--- src/rtl/alu_iter_if.sv ---
// Handshake bundle between instruction decode, the iterative ALU and the
// accumulator/B/PSW writeback stage.
interface alu_iter_if #(parameter int W = 8);
  logic         in_valid;
  logic         in_ready;
  logic [7:0]   opcode;
  logic [W-1:0] operand1;
  logic [W-1:0] operand2;
  logic [7:0]   in_psw;
  logic         out_valid;
  logic         out_ready;
  logic [W-1:0] result;
  logic [W-1:0] result_hi;
  logic [7:0]   out_psw;

  modport master (
    output in_valid, opcode, operand1, operand2, in_psw, out_ready,
    input  in_ready, out_valid, result, result_hi, out_psw
  );

  modport slave (
    input  in_valid, opcode, operand1, operand2, in_psw, out_ready,
    output in_ready, out_valid, result, result_hi, out_psw
  );
endinterface

--- src/rtl/alu_iter.sv ---
// Multi-cycle 8051-style ALU: single-cycle arithmetic/logic/rotate ops plus
// iterative shift-add MUL and restoring DIV, with PSW flag generation.
//
// state | meaning
// IDLE  | ready for an op; single-cycle results are registered on accept
// CALC  | MUL/DIV engine running, one iteration per cycle
// DONE  | result held valid until the consumer takes it
module alu_iter #(
  parameter int W = 8
) (
  input logic      clk,
  input logic      reset,
  alu_iter_if.slave bus
);

  localparam int CW = $clog2(W);
  localparam logic [CW-1:0] CNT_LOAD = CW'(W - 1);

  localparam logic [7:0] OP_ADD  = 8'h01;
  localparam logic [7:0] OP_SUBB = 8'h02;
  localparam logic [7:0] OP_INC  = 8'h03;
  localparam logic [7:0] OP_DEC  = 8'h04;
  localparam logic [7:0] OP_MUL  = 8'h05;
  localparam logic [7:0] OP_DIV  = 8'h06;
  localparam logic [7:0] OP_DA   = 8'h07;
  localparam logic [7:0] OP_ADC  = 8'h08;
  localparam logic [7:0] OP_AND  = 8'h09;
  localparam logic [7:0] OP_OR   = 8'h0A;
  localparam logic [7:0] OP_XOR  = 8'h0B;
  localparam logic [7:0] OP_RL   = 8'h0C;
  localparam logic [7:0] OP_RLC  = 8'h0D;
  localparam logic [7:0] OP_RR   = 8'h0E;
  localparam logic [7:0] OP_RRC  = 8'h0F;
  localparam logic [7:0] OP_CLR  = 8'h10;
  localparam logic [7:0] OP_CPL  = 8'h11;
  localparam logic [7:0] OP_SWAP = 8'h12;

  typedef enum logic [1:0] {IDLE, CALC, DONE} state_t;

  state_t state, state_nx;

  logic [W-1:0]  work_hi, work_lo, work_b;
  logic [CW-1:0] cnt;
  logic          mul_q;
  logic          b_zero_q;
  logic [4:0]    psw_keep_q;
  logic [W-1:0]  res_q, res_hi_q;
  logic [7:0]    psw_out_q;

  logic [W-1:0] op_a, op_b;
  logic         cy_in, ac_in, ov_in;
  logic         is_multi;
  logic         adc_in;
  logic [W:0]   add_w, sub_w;
  logic         da_step1, da_step2;
  logic [8:0]   da_t;
  logic [7:0]   da_v;
  logic [W-1:0] sc_res;
  logic         sc_cy, sc_ac, sc_ov;
  logic [7:0]   sc_psw;

  logic [W:0]   mul_sum;
  logic [W-1:0] mul_hi_nx, mul_lo_nx;
  logic [W:0]   div_shift;
  logic         div_ge;
  logic [W-1:0] rem_sub, rem_nx, quo_nx;
  logic [W-1:0] res_fin, hi_fin;
  logic         ov_fin;
  logic [7:0]   psw_fin;

  // ---------------- FSM ----------------
  always_ff @(posedge clk) begin
    if (reset) state <= IDLE;
    else       state <= state_nx;
  end

  always_comb begin
    state_nx     = state;
    bus.in_ready  = 1'b0;
    bus.out_valid = 1'b0;
    unique case (state)
      IDLE: begin
        bus.in_ready = 1'b1;
        if (bus.in_valid) state_nx = is_multi ? CALC : DONE;
      end
      CALC: begin
        if (cnt == '0) state_nx = DONE;
      end
      DONE: begin
        bus.out_valid = 1'b1;
        if (bus.out_ready) state_nx = IDLE;
      end
      default: state_nx = IDLE;
    endcase
  end

  // ---------------- single-cycle datapath ----------------
  assign op_a     = bus.operand1;
  assign op_b     = bus.operand2;
  assign cy_in    = bus.in_psw[7];
  assign ac_in    = bus.in_psw[6];
  assign ov_in    = bus.in_psw[2];
  assign is_multi = (bus.opcode == OP_MUL) || (bus.opcode == OP_DIV);
  assign adc_in   = (bus.opcode == OP_ADC) && cy_in;

  assign add_w = {1'b0, op_a} + {1'b0, op_b} + {{W{1'b0}}, adc_in};
  assign sub_w = {1'b0, op_a} - {1'b0, op_b} - {{W{1'b0}}, cy_in};

  // Decimal adjust works only on the low byte; wider operands pass bits above 7.
  assign da_step1 = (op_a[3:0] > 4'd9) || ac_in;
  assign da_t     = {1'b0, op_a[7:0]} + (da_step1 ? 9'h006 : 9'h000);
  assign da_step2 = (da_t[7:4] > 4'd9) || cy_in || da_t[8];
  assign da_v     = da_t[7:0] + (da_step2 ? 8'h60 : 8'h00);

  always_comb begin
    sc_res = op_a;
    sc_cy  = cy_in;
    sc_ac  = ac_in;
    sc_ov  = ov_in;
    case (bus.opcode)
      OP_ADD, OP_ADC: begin
        sc_res = add_w[W-1:0];
        sc_cy  = add_w[W];
        sc_ac  = op_a[4] ^ op_b[4] ^ add_w[4];
        sc_ov  = (op_a[W-1] == op_b[W-1]) && (add_w[W-1] != op_a[W-1]);
      end
      OP_SUBB: begin
        sc_res = sub_w[W-1:0];
        sc_cy  = sub_w[W];
        sc_ac  = op_a[4] ^ op_b[4] ^ sub_w[4];
        sc_ov  = (op_a[W-1] != op_b[W-1]) && (sub_w[W-1] != op_a[W-1]);
      end
      OP_INC:  sc_res = op_a + W'(1);
      OP_DEC:  sc_res = op_a - W'(1);
      OP_DA: begin
        sc_res[7:0] = da_v;
        if (da_step2) sc_cy = 1'b1;
      end
      OP_AND:  sc_res = op_a & op_b;
      OP_OR:   sc_res = op_a | op_b;
      OP_XOR:  sc_res = op_a ^ op_b;
      OP_RL:   sc_res = {op_a[W-2:0], op_a[W-1]};
      OP_RLC: begin
        sc_res = {op_a[W-2:0], cy_in};
        sc_cy  = op_a[W-1];
      end
      OP_RR:   sc_res = {op_a[0], op_a[W-1:1]};
      OP_RRC: begin
        sc_res = {cy_in, op_a[W-1:1]};
        sc_cy  = op_a[0];
      end
      OP_CLR:  sc_res = '0;
      OP_CPL:  sc_res = ~op_a;
      OP_SWAP: sc_res = {op_a[W/2-1:0], op_a[W-1:W/2]};
      default: ;
    endcase
    sc_psw = {sc_cy, sc_ac, bus.in_psw[5:3], sc_ov, bus.in_psw[1], ^sc_res};
  end

  // ---------------- iterative MUL / DIV ----------------
  // MUL: work_lo holds the multiplier and fills with product bits from the top.
  assign mul_sum   = {1'b0, work_hi} + (work_lo[0] ? {1'b0, work_b} : '0);
  assign mul_hi_nx = mul_sum[W:1];
  assign mul_lo_nx = {mul_sum[0], work_lo[W-1:1]};

  // DIV: partial remainder is always below the divisor, so the difference fits W bits.
  assign div_shift = {work_hi, work_lo[W-1]};
  assign div_ge    = div_shift >= {1'b0, work_b};
  assign rem_sub   = div_shift[W-1:0] - work_b;
  assign rem_nx    = div_ge ? rem_sub : div_shift[W-1:0];
  assign quo_nx    = {work_lo[W-2:0], div_ge};

  assign res_fin = mul_q ? mul_lo_nx : (b_zero_q ? '0 : quo_nx);
  assign hi_fin  = mul_q ? mul_hi_nx : (b_zero_q ? '0 : rem_nx);
  assign ov_fin  = mul_q ? (|mul_hi_nx) : b_zero_q;
  assign psw_fin = {1'b0, psw_keep_q[4:1], ov_fin, psw_keep_q[0], ^res_fin};

  always_ff @(posedge clk) begin
    if (reset) begin
      work_hi    <= '0;
      work_lo    <= '0;
      work_b     <= '0;
      cnt        <= '0;
      mul_q      <= 1'b0;
      b_zero_q   <= 1'b0;
      psw_keep_q <= '0;
      res_q      <= '0;
      res_hi_q   <= '0;
      psw_out_q  <= '0;
    end else begin
      case (state)
        IDLE: begin
          if (bus.in_valid) begin
            if (is_multi) begin
              mul_q      <= (bus.opcode == OP_MUL);
              b_zero_q   <= (op_b == '0);
              psw_keep_q <= {bus.in_psw[6:3], bus.in_psw[1]};
              work_hi    <= '0;
              work_lo    <= (bus.opcode == OP_MUL) ? op_b : op_a;
              work_b     <= (bus.opcode == OP_MUL) ? op_a : op_b;
              cnt        <= CNT_LOAD;
            end else begin
              res_q     <= sc_res;
              res_hi_q  <= '0;
              psw_out_q <= sc_psw;
            end
          end
        end
        CALC: begin
          work_hi <= mul_q ? mul_hi_nx : rem_nx;
          work_lo <= mul_q ? mul_lo_nx : quo_nx;
          cnt     <= cnt - CW'(1);
          if (cnt == '0) begin
            res_q     <= res_fin;
            res_hi_q  <= hi_fin;
            psw_out_q <= psw_fin;
          end
        end
        default: ;
      endcase
    end
  end

  assign bus.result    = res_q;
  assign bus.result_hi = res_hi_q;
  assign bus.out_psw   = psw_out_q;

endmodule

--- src/flat_wrapper.sv ---
// flat-port wrapper written by rule: the top's interface ports become plain ports
module alu_iter_flat 
#(
  parameter int W = 8
)
  (clk, reset, bus_in_valid, bus_opcode, bus_operand1, bus_operand2, bus_in_psw, bus_out_ready, bus_in_ready, bus_out_valid, bus_result, bus_result_hi, bus_out_psw);
  alu_iter_if #(.W(W)) bus_i ();
  input logic clk;
  input logic reset;
  input wire logic [$bits(bus_i.in_valid)-1:0] bus_in_valid;
  input wire logic [$bits(bus_i.opcode)-1:0] bus_opcode;
  input wire logic [$bits(bus_i.operand1)-1:0] bus_operand1;
  input wire logic [$bits(bus_i.operand2)-1:0] bus_operand2;
  input wire logic [$bits(bus_i.in_psw)-1:0] bus_in_psw;
  input wire logic [$bits(bus_i.out_ready)-1:0] bus_out_ready;
  output wire logic [$bits(bus_i.in_ready)-1:0] bus_in_ready;
  output wire logic [$bits(bus_i.out_valid)-1:0] bus_out_valid;
  output wire logic [$bits(bus_i.result)-1:0] bus_result;
  output wire logic [$bits(bus_i.result_hi)-1:0] bus_result_hi;
  output wire logic [$bits(bus_i.out_psw)-1:0] bus_out_psw;
  assign bus_i.in_valid = bus_in_valid;
  assign bus_i.opcode = bus_opcode;
  assign bus_i.operand1 = bus_operand1;
  assign bus_i.operand2 = bus_operand2;
  assign bus_i.in_psw = bus_in_psw;
  assign bus_i.out_ready = bus_out_ready;
  assign bus_in_ready = bus_i.in_ready;
  assign bus_out_valid = bus_i.out_valid;
  assign bus_result = bus_i.result;
  assign bus_result_hi = bus_i.result_hi;
  assign bus_out_psw = bus_i.out_psw;
  alu_iter #(.W(W)) u_core (.clk(clk), .reset(reset), .bus(bus_i));
endmodule
--- config.mk ---
export PLATFORM = sky130hd
export DESIGN_NAME = alu_iter_flat
export DESIGN_NICKNAME = d
export VERILOG_FILES = /design/src/rtl/alu_iter_if.sv /design/src/rtl/alu_iter.sv /design/src/flat_wrapper.sv
export SDC_FILE = /design/constraint.sdc
export NUM_CORES = 1
export LEC_CHECK = 0
export ABC_AREA = 1
export BUFFER_PORTS_ARGS = -buffer_cell sky130_fd_sc_hd__buf_2
export CAP_MARGIN = 20
export CORE_MARGIN = 2
export CORE_UTILIZATION = 45
export DETAILED_ROUTE_END_ITERATION = 16
export PLACE_DENSITY_LB_ADDON = 0.05
export SYNTH_ARGS = -nofsm -noshare
export SYNTH_HDL_FRONTEND = slang
export SYNTH_SLANG_ARGS = --single-unit
--- constraint.sdc ---
create_clock -name clk -period 3.96 [get_ports clk]
set_input_delay 0.792 -clock clk [delete_from_list [all_inputs] [get_ports clk]]
set_output_delay 0.792 -clock clk [all_outputs]
set_load 0.01 [all_outputs]
==> impl_results.md, run 1 <==
- DR iter-0 viols: 707
- First-pass GRT wire length: 36.5 mm
- Post-synth EDFFs: 0
- Synth Cell Area: 6720 um^2
- H-Tree Depth: 3
- Power per cell area: 249 nW/um^2
- Main synth FF type: dfxtp_1
- Global Route Usage Sum: 28.6%
- Slew HR: 37.4%
- Final Hold Fails: 0
- Max-cap check violation count: 0
- Critical path endpoint category: flop
- Post-Route WL: 22.6 mm
- Most frequent cells in the layout: 334 x nand2_1, 122 x inv_1, 115 x nand3_1, 90 x nor2_1, 85 x a21oi_1
- Syn Nets: 1241
- Commonest non-fill, non-tap cell in the layout: nand2_1
- Leak Pwr: 4.06 nW
- Max Fclk: 0.262 GHz
- Effective utilization at floorplan: 46.1%
- Placed insts: 1390
- Sequential area share after synthesis: 17.9%
- Final non-filler cell total: 1411
- Worst r2r dst: u_core.bus.out_psw[2]
- DP HPWL: 17.5 mm
- Clk slew on worst S/H paths: 50 ps
- Final instance area: 7910 um^2
- Crit path max-delay cell type: fa_2
- Sw Pwr: 0.615 mW
- Root buf cell: clkbuf_16
- CTS tree: yes
- Ant diodes: 0
- Die height: 126 um
- Core footprint: 14600 um^2
- RSZ-0062 raised after global routing: yes
- Worst R2R Start: u_core.work_lo[0]
- Crit Path Category: in -> reg
- Setup TNS Final: 0 ps
- First-pass DRT Iterations: 5
- CTS Buf Count: 9
- CP max stage delay: 510 ps
- Fraction of registers with async set or reset after synthesis: 0%
- Die area: 15900 um^2
- Cell variety after synth: 39
- Status: complete, no violations
- CTS hold repair buffers: 0
- WP data required: 4170 ps
- End point of the critical path: u_core.bus.out_psw[0]
- Avg WL per Cell: 16.0 um
- GRT overflow: 0
- Area Overhead vs Synth: 17.6%
- Initial antenna violation count: 0
- Final nets: 1325
- Switching Fraction: 31.2%
- Dpl ws: -248 ps
- Worst Tran Pin Value: 936 ps
- Clock sinks: 60
- Largest net degree at the start of global routing: 42
- Comb pwr share: 26.2%
- Area occupied by registers: 1200 um^2
- Clock power frac: 42.0%
- Post-route DRC violation count: 0
- Crit path launch: bus_operand1[1]
- Placed cell area: 7450 um^2
- Clock skew: 7.37 ps
- Layout cell share with drive strength beyond 1: 15.8%
- Crit start category: input pin
- Reg2reg setup slack: 1070 ps
- Via count: 7562
- I/O Buffers: 60
- # setup viols final: 0
- Worst r2r path cells: 16
- Fill cells: 1580
- Vias in the first global route: 7059
- Hold Crit Class: reg -> reg
- Seq pwr share: 31.8%
- Antenna-violating nets left: 0
- Final Total Pwr: 1.97 mW
- Multi-input logic area: 4940 um^2
- Final Max Slew Viols: 0
- RD Place Congestion: 0.972
- Internal Pwr Total: 1.35 mW
- Max Fanout on Critical Path: 3
- Fin Hold WS: 457 ps
- CP arrival: 4020 ps
- Post-synthesis cell count: 1139
- Post-route minimum period: 3820 ps
- Worst skew pair latency: 330 ps
- Post-synthesis register bit count: 60
- Row Count: 44
- Via density per instance: 5.36
- I/O pin count: 62
- Die width: 126 um
- Period utilization: 96.4%
- CTS max path bufs: 2
- Setup WS post-layout: 144 ps
- Maximum VDD drop: 0.233 mV
- Number of synthesis warnings: 0
- Synthesized area per cell: 5.90 um^2
- Fin util: 54.2%
-- sequential cells by signal, indices dropped and copies added (netlist names) --
name,cells
u_core.bus.result,8
u_core.work_lo,8
u_core.work_b,8
u_core.bus.out_psw,8
u_core.work_hi,8
u_core.state,2
u_core.cnt,3
u_core.b_zero_q,1
u_core.bus.result_hi,8
u_core.mul_q,1
u_core.psw_keep_q,5
-- worst min path at each step --
| stage | depth (start not counted) | slack, ps | end | from |
|---|---|---|---|---|
| 2_1_floorplan | 2 | 450 | u_core.work_b[2] | u_core.work_b[2] |
| 3_3_place_gp | 2 | 450 | u_core.bus.result_hi[0] | u_core.bus.result_hi[0] |
| 3_5_place_dp | 2 | 460 | u_core.bus.result[1] | u_core.bus.result[1] |
| 4_1_cts | 2 | 460 | u_core.bus.result_hi[0] | u_core.bus.result_hi[0] |
| 5_1_grt | 2 | 490 | u_core.bus.result_hi[2] | u_core.bus.result_hi[2] |
| 6_report | 2 | 460 | u_core.bus.result_hi[0] | u_core.bus.result_hi[0] |
-- cells in the mapped netlist, drive strengths merged (6+ instances only) --
cell,n,share of area [%]
a21oi,87,6.5
a31oi,9,0.84
or2,7,0.65
ha,57,11
buf,12,1.0
inv,135,7.6
nor2,104,6.4
dfxtp,60,18
xnor2,9,1.2
a211oi,6,0.67
fa,9,2.7
nand2,349,20
nand4,17,1.6
nand3b,7,0.78
o21ai,66,4.9
xor2,18,2.3
nand3,124,9.3
o211ai,15,1.7
clkbuf,30,1.7
-- routing by layer --
layer	global-route usage (%)	vias to the layer above	routed length, um
li1	-	3888	-
met1	41.3	3423	11100
met2	44.6	227	9710
met3	5.48	24	1410
met4	5.30	0	328
met5	0	-	0
-- worst max-delay path: cells and delay by family --
kind	cells	cell delay, ps
simple gates	17	1370
fa+ha+maj	4	1200
buf+inv	4	300
compound gates	2	180
xor+xnor	1	160
-- layout make-up --
type,instances,share of cell area [%]
clock buffer,10,2.89
clock inverter,5,0.981
multi-input combinational,899,62.4
sequential,60,15.2
timing repair buffer,115,9.02
tap,184,2.91
inverter,138,6.58
-- kinds of logic after synthesis --
kind of cell	share of synthesized area, %
AO/OA/AOI/OAI	15.5
buffers and inverters	10.4
XOR/XNOR	3.52
adder cells (fa/ha/maj)	13.3
AND/OR/NAND/NOR	39.4
flip-flops	17.9
-- power by group through the flow --
stage / registers, mW / logic (mW) / clock network [mW]
2_1_floorplan: 0.644 / 0.303 / 0
3_3_place_gp: 0.640 / 0.481 / 0
3_5_place_dp: 0.639 / 0.484 / 0
4_1_cts: 0.627 / 0.487 / 0.836
5_1_grt: 0.628 / 0.580 / 0.863
6_report: 0.627 / 0.516 / 0.826
-- timing repair --
item                                    4_1_cts  5_1_grt
endpoints found under the setup margin        0        2
gates resized for setup                       0       28
setup buffers                                 0        6
Note: power is estimated with default switching activity, not from simulation.
==> inputs of run 2 (changes only) <==
--- a/config.mk
+++ b/config.mk
@@ -5,7 +5,6 @@
 export SDC_FILE = /design/constraint.sdc
 export NUM_CORES = 1
 export LEC_CHECK = 0
-export ABC_AREA = 1
 export BUFFER_PORTS_ARGS = -buffer_cell sky130_fd_sc_hd__buf_2
 export CAP_MARGIN = 20
 export CORE_MARGIN = 2
==> impl_results.md, run 2 <==
- Clock sinks: 60
- WP buf/inv: 4
- Worst Tran Pin Value: 872 ps
- GR Util met2: 53.6%
- CTS hold repair buffers: 0
- Initial antenna violation count: 0
- Post-synth EDFFs: 0
- Main synth FF type: dfxtp_1
- Via density per instance: 5.82
- Clk slew on worst S/H paths: 50 ps
- Clock skew: 5.41 ps
- Final nets: 1087
- Leak Pwr: 3.41 nW
- Synth Cell Area: 6230 um^2
- Top area cells in the synthesized netlist: dfxtp_1 19%, ha_1 11%, nand2_1 6.4%
- Count leader, synth: nand2_1
- Core footprint: 13400 um^2
- DR iter-0 viols: 517
- Die height: 122 um
- Yosys top cell by area: dfxtp_1
- Sequential area share after synthesis: 19.3%
- Setup TNS Final: -219 ps
- Failing checks: negative setup slack
- WP data required: 4170 ps
- Final Hold Fails: 0
- CP delay by family, top: compound AO/OA/AOI/OAI gates
- I/O Buffers: 60
- Fraction of registers with async set or reset after synthesis: 0%
- Crit path launch: bus_operand1[3]
- Max-cap check violation count: 0
- Final Total Pwr: 2.09 mW
- Crit path max-delay cell type: fa_2
- Global Route Usage Sum: 29.5%
- HP Start: u_core.bus.result_hi[1]
- Root buf cell: clkbuf_16
- Commonest non-fill, non-tap cell in the layout: buf_4
- Avg WL per Cell: 18.6 um
- Die area: 14800 um^2
- Most frequent cells in the layout: 126 x buf_4, 105 x nand2_1, 79 x nor2_1, 61 x a21oi_1, 60 x dfxtp_1
- Die width: 122 um
- Fin Hold WS: 451 ps
- CTS tree: yes
- Area Overhead vs Synth: 28.3%
- GRT overflow: 0
- Cell variety after synth: 66
- Post-synth top area share: 19.3%
- First-pass DRT Iterations: 7
- Critical path, cell by cell: buf_2, o21ai_2, nand2b_1, ha_2, fa_2, buf_4, nand4_1, o31ai_2, a21oi_2, inv_1, ha_2, inv_2, fa_2, a2bb2oi_2, o211ai_1, a221o_1, xnor2_4, nand3b_1, mux2i_1, o31ai_1, a31oi_1
- Post-synthesis cell count: 840
- Number of synthesis warnings: 0
- CTS Buf Count: 9
- Row Count: 42
- CP arrival: 4390 ps
- I/O pin count: 62
- Final non-filler cell total: 1166
- Met3 Resource Use GR: 3.75%
- Met1 usage: 33.5%
- Via count: 6784
- Synthesized area per cell: 7.41 um^2
- Antenna-violating nets left: 0
- Vias in the first global route: 6556
- Post-Route WL: 21.7 mm
- RD Place Congestion: 0.946
- Critical path endpoint category: flop
- Worst skew pair latency: 340 ps
- Placed insts: 1144
- Maximum VDD drop: 0.240 mV
- Crit start category: input pin
- Status: finished, violations left
- Crit Path Category: in -> reg
- Slew HR: 41.4%
- Post-route minimum period: 4180 ps
- RSZ-0062 raised after global routing: yes
- DP HPWL: 17.2 mm
- Post-synthesis register bit count: 60
- Largest net degree at the start of global routing: 33
- Busiest layer in global routing: met2
- Syn Nets: 942
- Post-synth top cells: 106 x nand2_1, 81 x nor2_1, 63 x a21oi_1
- First-pass GRT wire length: 33.6 mm
- # setup viols final: 1
- H-Tree Depth: 3
- Final Max Slew Viols: 0
- CTS max path bufs: 2
- Worst R2R Start: u_core.work_b[1]
- Max Fclk: 0.239 GHz
- Power per cell area: 261 nW/um^2
- Period utilization: 106%
- Effective utilization at floorplan: 46.5%
- Setup WS post-layout: -219 ps
- Post-route DRC violation count: 0
- Fill cells: 1290
- CP max stage delay: 520 ps
- Hold Crit Class: reg -> reg
- Layout cell share with drive strength beyond 1: 25.4%
- Max Fanout on Critical Path: 6
- Fin util: 59.7%
- Ant diodes: 0
## run 2: changes by cell type in the layout (fill, tap and decap cells not counted), moves of 13 or more
cell,previous run,this run
nand2_1,334,105
nand3_1,115,12
buf_4,55,126
inv_1,122,52
o21ai_0,62,22
a21oi_1,85,61
a311oi_1,0,20
xnor2_1,9,28
mux2i_1,0,15
nand2b_1,0,15
nor2b_1,0,14
a211oi_1,6,19
nand2_2,13,0
nor3_1,4,17
## run 2: kinds of logic after synthesis
logic type      Yosys count  share of synthesized area (%)
simple gates            292                           21.7
compound gates          243                           26.9
buf+inv                 108                           6.63
fa+ha+maj                66                           14.3
flops                    60                           19.3
xor+xnor                 47                           7.15
mux                      24                           4.04
## run 2: worst register-to-register path: stages, from the launching register on
cell and delay [ps]:
dfxtp_1 350, inv_1 90, ha_1 320, nor2b_1 140, o21ai_0 230, a21boi_0 170
o21a_1 210, o21ai_0 170, nand2b_1 110, a31oi_1 480, buf_4 270, mux2i_1 80
o21ai_0 390, a22oi_1 120, nor2_1 150
## run 2: final cells by class
type | instances | area, um^2 | area share [%]
clock inverters | 7 | 100 | 1.25
flip-flops and latches | 60 | 1200 | 15.0
multi-input cells | 672 | 4760 | 59.5
clock buffers | 9 | 225 | 2.82
inverters | 53 | 199 | 2.49
well taps | 176 | 220 | 2.75
repair buffers | 189 | 1290 | 16.2
## run 2: metal layers
layer	share of wire, %	vias up
met5	0	-
met4	5.7	0
met3	4.7	76
met2	50	228
met1	40	3170
li1	-	3310
## run 2: power breakdown
group	internal (mW)	total [mW]	leakage (nW)	switching, mW
Sequential	0.619	0.628	0.487	0.00906
Clock	0.553	0.846	0.148	0.293
Combinational	0.278	0.613	2.77	0.335
Total	1.45	2.09	3.41	0.637
## run 2: path summary, 6_finish.rpt
kind                                  end  slack (ps)  cells past startpoint
hold reg to reg   u_core.bus.result_hi[1]         450                      2
hold / removal    u_core.bus.result_hi[1]         450                      2
setup reg to reg        u_core.work_hi[2]         610                     14
setup / recovery    u_core.bus.out_psw[0]        -220                     21
## run 2: through the flow
stage / area [um^2] / worst slack (ps)
floorplan: 6270 / -354
detailed placement: 7500 / -647
global placement: 7500 / -462
finish: 7990 / -219
CTS: 7870 / -211
global route: 7990 / -356
## run 2: timing repair
item | in CTS | in global routing
resized for setup | 4 | 22
setup buffers | 4 | 1
endpoints found under the hold margin | 0 | 0
pin swaps | 8 | 14
setup endpoints to repair | 1 | 4
